`src/rtl/aer_event_sender.sv`:
```
// AER event sender: captures each sorted pixel index and delivers it as one address-event
// over a 4-phase REQ/ACK handshake, with delivered-event counting and timeout/overrun flags.
module aer_event_sender #(
  parameter int unsigned AER_BITS       = 10,
  parameter int unsigned TIMEOUT_CYCLES = 1024,
  parameter int unsigned CNT_BITS       = 16
) (
  input  logic                CLK,
  input  logic                RSTN,
  input  logic [AER_BITS-1:0] NEXT_INDEX,
  input  logic                FOUND_NEXT_INDEX,
  output logic                AERIN_CTRL_BUSY,
  output logic [AER_BITS-1:0] AERIN_ADDR,
  output logic                AERIN_REQ,
  input  logic                AERIN_ACK,
  input  logic                CLR_STATUS,
  output logic [CNT_BITS-1:0] EVENT_CNT,
  output logic                ERR_TIMEOUT,
  output logic                ERR_OVERRUN
);

  localparam bit                  TmoEn    = (TIMEOUT_CYCLES != 0);
  localparam int unsigned         TmoBits  = TmoEn ? $clog2(TIMEOUT_CYCLES + 1) : 1;
  localparam logic [TmoBits-1:0]  TmoLimit = TmoBits'(TIMEOUT_CYCLES);

  typedef enum logic [1:0] {
    StIdle,
    StSetup,
    StWaitAckHi,
    StWaitAckLo
  } state_e;

  state_e              state_q, state_d;
  logic [AER_BITS-1:0] addr_q, addr_d;
  logic                req_q, req_d;
  logic                busy_q, busy_d;
  logic [TmoBits-1:0]  tmo_q, tmo_d;
  logic [CNT_BITS-1:0] cnt_q, cnt_d;
  logic                err_to_q, err_to_d;
  logic                err_ov_q, err_ov_d;
  logic                ack_meta_q, ack_s_q;
  logic [TmoBits-1:0]  tmo_inc;
  logic                tmo_hit;

  // ACK comes from another domain; two flops before the FSM looks at it.
  always_ff @(posedge CLK or negedge RSTN) begin
    if (!RSTN) begin
      ack_meta_q <= 1'b0;
      ack_s_q    <= 1'b0;
    end else begin
      ack_meta_q <= AERIN_ACK;
      ack_s_q    <= ack_meta_q;
    end
  end

  always_comb begin
    state_d  = state_q;
    addr_d   = addr_q;
    req_d    = req_q;
    busy_d   = busy_q;
    tmo_d    = tmo_q;
    cnt_d    = cnt_q;
    err_to_d = err_to_q;
    err_ov_d = err_ov_q;
    tmo_inc  = tmo_q + TmoBits'(1);
    // The edge that would bring the count to the limit is the abort edge.
    tmo_hit  = TmoEn && (tmo_inc == TmoLimit);

    unique case (state_q)
      StIdle: begin
        if (FOUND_NEXT_INDEX) begin
          addr_d  = NEXT_INDEX;
          busy_d  = 1'b1;
          state_d = StSetup;
        end
      end
      StSetup: begin
        req_d   = 1'b1;
        tmo_d   = '0;
        state_d = StWaitAckHi;
      end
      StWaitAckHi: begin
        if (ack_s_q) begin
          req_d   = 1'b0;
          tmo_d   = '0;
          state_d = StWaitAckLo;
        end else if (tmo_hit) begin
          req_d    = 1'b0;
          busy_d   = 1'b0;
          err_to_d = 1'b1;
          tmo_d    = '0;
          state_d  = StIdle;
        end else begin
          tmo_d = tmo_inc;
        end
      end
      StWaitAckLo: begin
        if (!ack_s_q) begin
          busy_d  = 1'b0;
          cnt_d   = cnt_q + CNT_BITS'(1);
          state_d = StIdle;
        end else if (tmo_hit) begin
          req_d    = 1'b0;
          busy_d   = 1'b0;
          err_to_d = 1'b1;
          tmo_d    = '0;
          state_d  = StIdle;
        end else begin
          tmo_d = tmo_inc;
        end
      end
      default: state_d = StIdle;
    endcase

    if (FOUND_NEXT_INDEX && (state_q != StIdle)) begin
      err_ov_d = 1'b1;
    end

    // Clear has priority over any same-cycle increment or error.
    if (CLR_STATUS) begin
      cnt_d    = '0;
      err_to_d = 1'b0;
      err_ov_d = 1'b0;
    end
  end

  always_ff @(posedge CLK or negedge RSTN) begin
    if (!RSTN) begin
      state_q  <= StIdle;
      addr_q   <= '0;
      req_q    <= 1'b0;
      busy_q   <= 1'b0;
      tmo_q    <= '0;
      cnt_q    <= '0;
      err_to_q <= 1'b0;
      err_ov_q <= 1'b0;
    end else begin
      state_q  <= state_d;
      addr_q   <= addr_d;
      req_q    <= req_d;
      busy_q   <= busy_d;
      tmo_q    <= tmo_d;
      cnt_q    <= cnt_d;
      err_to_q <= err_to_d;
      err_ov_q <= err_ov_d;
    end
  end

  assign AERIN_CTRL_BUSY = busy_q;
  assign AERIN_ADDR      = addr_q;
  assign AERIN_REQ       = req_q;
  assign EVENT_CNT       = cnt_q;
  assign ERR_TIMEOUT     = err_to_q;
  assign ERR_OVERRUN     = err_ov_q;

endmodule

```
`config.mk`:
```
export PLATFORM = sky130hd
export DESIGN_NAME = aer_event_sender
export DESIGN_NICKNAME = d
export VERILOG_FILES = /design/src/rtl/aer_event_sender.sv
export SDC_FILE = /design/constraint.sdc
export NUM_CORES = 1
export LEC_CHECK = 0
export CAP_MARGIN = 20
export CORE_AREA = 2 2 71 101
export CTS_BUF_LIST = sky130_fd_sc_hd__clkbuf_8
export CTS_CLUSTER_SIZE = 24
export DETAILED_ROUTE_END_ITERATION = 12
export DIE_AREA = 0 0 73 103
export PLACE_DENSITY_LB_ADDON = 0.12
export SLEW_MARGIN = 20
export SYNTH_ARGS = -nofsm -noshare
export SYNTH_HDL_FRONTEND = slang
export SYNTH_SLANG_ARGS = --single-unit
```
`constraint.sdc`:
```
create_clock -name CLK -period 2.55 [get_ports CLK]
set_input_delay 0.51 -clock CLK [delete_from_list [all_inputs] [get_ports CLK]]
set_output_delay 0.51 -clock CLK [all_outputs]
set_load 0.03 [all_outputs]
```
# Word-level counts from Yosys, hierarchy flattened
# Cells that the tools add are included.
# W data, S select, Z words.
dict set report totals {
  input_bits 15
  regBits 45
  rom_bits 0
  n_memories 0
  ram_bits 0
  out_inout_bits 30
  word_cells 63
  latchBits 0
}
dict set report classes {
  n_shift 0
  div_mod_pow 0
  n_bitwise 0
  mul 0
  addsub 2
  n_reduce_logical 13
  muxes 28
  magnitude_cmp 0
  n_eq_ne 10
}
# operator n
set op_table {}
lappend op_table {{$mux W16} 3}
lappend op_table {{$mux W11} 3}
lappend op_table {{$pmux W11 S3} 1}
lappend op_table {{$add A16 B1 Y16 const B} 1}
lappend op_table {{$mux W1} 13}
lappend op_table {{$add A11 B1 Y11 const B} 1}
lappend op_table {{$eq A11 B11 Y1 const B} 1}
lappend op_table {{$reduce_bool A3 Y1} 3}
lappend op_table {{$mux W2} 4}
lappend op_table {{$ne A2 B2 Y1 const B} 4}
lappend op_table {{$pmux W2 S4} 1}
lappend op_table {{$ne A3 B3 Y1 const B} 2}
lappend op_table {{$pmux W1 S3} 2}
lappend op_table {{$reduce_and A2 Y1} 3}
lappend op_table {{$reduce_and A3 Y1} 2}
lappend op_table {{$reduce_bool A2 Y1} 3}
lappend op_table {{$eq A2 B2 Y1 const B} 2}
lappend op_table {{$eq A2 B1 Y1 const B} 1}
lappend op_table {{$logic_not A2 Y1} 1}
lappend op_table {{$pmux W1 S2} 1}
lappend op_table {{$logic_and A1 B1 Y1} 1}

# Longest topological paths before layout
dict set report logic_depth {
  depth_word 6
  ltp_mapped 7
}

# Least setup slack after synthesis
# OpenSTA, ideal clock, no wires.
dict set report synth_timing {
  path_type {flip-flop to flip-flop}
  from {register tmo_q[0]}
  to {register busy_q (netlist: AERIN_CTRL_BUSY)}
  arrival_time_ps 1918
  slack_ps 514
  period_less_slack_ps 2036
  required_ps 2432
  path_stages_with_launch 7
  path_cell_list {dfrtp_1 > ha_1 > nand3_1 > or4_1 > a22o_1 > maj3_2 > a21o_1}
}
dict set report synth_between {
  elab_chain_len 5
  elab_cells_between_ends 6
  classes_between {add/sub: 1; eq/ne: 1; mux: 4}
}
# item line_no
set synth_rtl {}
lappend synth_rtl {{start, declared} 37} ;# logic [TmoBits-1:0] tmo_q, tmo_d;
lappend synth_rtl {{start signal, assigned} 142} ;# tmo_q <= tmo_d;
lappend synth_rtl {{$add A11 B1 Y11 *} 65} ;# tmo_inc = tmo_q + TmoBits'(1);
lappend synth_rtl {{$eq A11 B11 Y1 *} 67} ;# tmo_hit = TmoEn && (tmo_inc == TmoLimit);
lappend synth_rtl {{$mux W1 *} --}
lappend synth_rtl {{$mux W1 (on tied branches)} --}
lappend synth_rtl {{$pmux W1 S3 *} --}
lappend synth_rtl {{end signal, assigned} 141} ;# busy_q <= busy_d;
lappend synth_rtl {{end, declared} 36} ;# logic busy_q, busy_d;
# Every way passes the cells marked *; elsewhere a longest branch is shown, timed or not. The select of a mux whose other input is x is not followed.
# A chain may end at the register's enable or synchronous reset.

# Final worst setup path
# Ends and elaborated chain as after synthesis.

==> impl_metrics.ini <==
[timing]
slew_viol_final = 0
hold_violations = 0
max_freq_mhz = 457
rsz0062_at_grt = false
finalCritPeriodShare_pct = 85.8
finalCriticalPeriod_ns = 2.19
finalSetupTns_ns = 0
finalClockSkew_ns = 0.00740
final-setup-viol-count = 0
slew_headroom_pct = 54.5
worst_slack_ns = 0.361
worst_slew_pin_slew_ns = 0.681
hold_ws_ns = 0.218

[yosys]
netlist_top_cells_count = dfrtp_1 (45), nor2_1 (25), nand2_1 (19)
synth_ff_type = dfrtp_1
netlist_area_mm2 = 0.00226
yosysSeqAreaShare_pct = 49.8
synth-edff-count = 0
synth.distinct_cells = 42
postSynthAreaPerCell_um2 = 10.3
yosysWarnings = 0
synth_top_area_cell = dfrtp_1
async_flop_share_pct = 100
syn_inst = 220
synth_most_common_cell = dfrtp_1
syn_nets = 241
synth_seq_cells = 45
synthDominantCellAreaShare_pct = 49.8
synthTopCellsByArea = dfrtp_1 (50%), mux2_2 (5.0%), xnor2_1 (4.3%)

[pwr]
p_sw_w = 0.000939
ir_drop_mv = 0.375
powerDensity_mw_per_mm2 = 875
sw_frac_of_total_pct = 37.3
clock_power_share_pct = 21.5
leakagePower_nw = 1.21
combPwrFrac_pct = 41.1
p_int_w = 0.00158
sequentialPowerShare_pct = 37.4

[floorplan]
die_h_um = 103
placementRows = 36
die_x_um = 73
initial_utilization_pct = 33.7
die_area_mm2 = 0.00752
core_area_mm2 = 0.00671
ios = 45

[clock_network]
clock_path_buffers = 2
worstSkewPairLatency_ns = 0.29
post_cts_resized = 0
post_cts_buffers = 0
cts_tree = yes
ctsRootBufferMaster = clkbuf_8
clock_sinks = 45
cts_buffers = 5
clk_pin_slew_worst_paths_ns = 0.09
cts-htree-levels = 2
cts_hold_buffers = 0

[global_routing]
overflow = 0
antenna_found_initial = 0
track_usage_pct = 14.2
grt_pass1_vias = 1664
grtUsageMet2_pct = 23.2
grt_pass1_wl_um = 8360
grt.met3_usage_pct = 2.83
grt.busiest_layer = met2
grt_max_degree = 27
use_met1_pct = 18.3

[status]
status = completed

[worst_setup_path]
reg2reg_to = AERIN_CTRL_BUSY
crit_path_max_fanout = 6
reg2reg_depth = 6
r2r_start = tmo_q[0]
cp.arrival_ns = 2.38
worstPathRequired_ns = 2.74
r2r_slack_ns = 0.36
critPathLaunchType = flip-flop
crit_path_end_kind = flip-flop
worstSetupPathType = reg -> reg

[finish]
final_util_pct = 42.9
nets = 289
area_delta_synth_final_pct = 27.5
antennaDiodeCount = 0
drive_gt1_share_pct = 10.4

[routing]
drtIter0Drc = 78
viasPerCell = 5.00
routedWlPerCell_um = 14.4
via_count = 1725
wl_um = 4950
drtPass1Iterations = 4
ant_nets = 0
route.detailed.drc = 0

[placement]
gp_congestion = 0.823
post-place-ws_ns = 0.373
dp_hpwl_um = 3560
io_buffers = 44

[min_path]
hold_path_class = in -> async

[run]
drv_cap = 0
[logic make-up after synthesis]
group | after synthesis | share of synthesized area, %
AO/OA/AOI/OAI | 31 | 8.20
AND/OR/NAND/NOR | 89 | 20.2
XOR/XNOR | 21 | 8.14
buffers and inverters | 14 | 3.43
flip-flops | 45 | 49.8
multiplexers | 12 | 5.87
adder cells (fa/ha/maj) | 8 | 4.32
[how the worst max path moves through the flow]
stage	from	slack, ns	to
6_report	tmo_q[0]	0.36	AERIN_CTRL_BUSY
5_1_grt	tmo_q[0]	0.22	AERIN_CTRL_BUSY
4_1_cts	tmo_q[0]	0.33	AERIN_CTRL_BUSY
3_5_place_dp	tmo_q[0]	0.37	AERIN_CTRL_BUSY
3_3_place_gp	tmo_q[0]	0.40	AERIN_CTRL_BUSY
2_1_floorplan	tmo_q[0]	0.51	AERIN_CTRL_BUSY
[worst max-delay path, stage by stage, from the launching register on]
cell     delay [ns]
dfrtp_1        0.39
ha_1           0.26
nand3_1        0.14
or4_1          0.51
a22o_1         0.29
maj3_2         0.32
a21o_1         0.17
[metrics by stage]
step	total power [W]	instances	instance area [µm²]
detailed placement	0.00200	337	2770
global placement	0.00200	337	2770
floorplan	0.00163	220	2260
global route	0.00270	345	2880
CTS	0.00256	345	2880
finish	0.00252	345	2880
[state kept, by name, summed over array words and instances, names as in the netlist]
| name | cells |
|---|---|
| ERR_TIMEOUT | 1 |
| AERIN_CTRL_BUSY | 1 |
| state_q | 2 |
| ack_s_q | 1 |
| AERIN_REQ | 1 |
| tmo_q | 11 |
| ERR_OVERRUN | 1 |
| ack_meta_q | 1 |
| AERIN_ADDR | 10 |
| EVENT_CNT | 16 |
[per-layer routing]
metal  up-vias  part of all wire [%]
met5         -                     0
met4         0                   1.8
met3         6                   3.0
met2        31                    50
met1       829                    45
li1        859                     -
[area by class of cell]
| class | instances | area (µm²) |
|---|---|---|
| Timing Repair Buffer | 48 | 465 |
| Sequential cell | 45 | 1130 |
| Tap cell | 76 | 95.1 |
| Fill cell | 662 | 3830 |
| Inverter | 7 | 26.3 |
| Multi-Input combinational cell | 161 | 1060 |
| Clock inverter | 3 | 42.5 |
| Clock buffer | 5 | 68.8 |
[power by group through the flow]
stage,Clock (W),Combinational (W),Sequential (W)
final,0.000542,0.00104,0.000943
after global routing,0.000595,0.00114,0.000967
after CTS,0.000569,0.00105,0.000944
after detailed placement,0,0.00104,0.000959
after global placement,0,0.00105,0.000954
after floorplan,0,0.000482,0.00115
[cell usage in the layout, fill, tap and decap left out, types with 4 or more instances in the layout]
cell	n
a21oi_1	5
xnor2_1	11
nand3_1	13
clkbuf_8	5
mux2_2	10
inv_1	8
ha_1	6
nand4_1	5
o21ai_0	17
nor2_1	25
dfrtp_1	45
clkdlybuf4s50_1	43
nand2_1	19
buf_4	4
xor2_1	10
No activity file was read; power rests on OpenSTA's default activity.
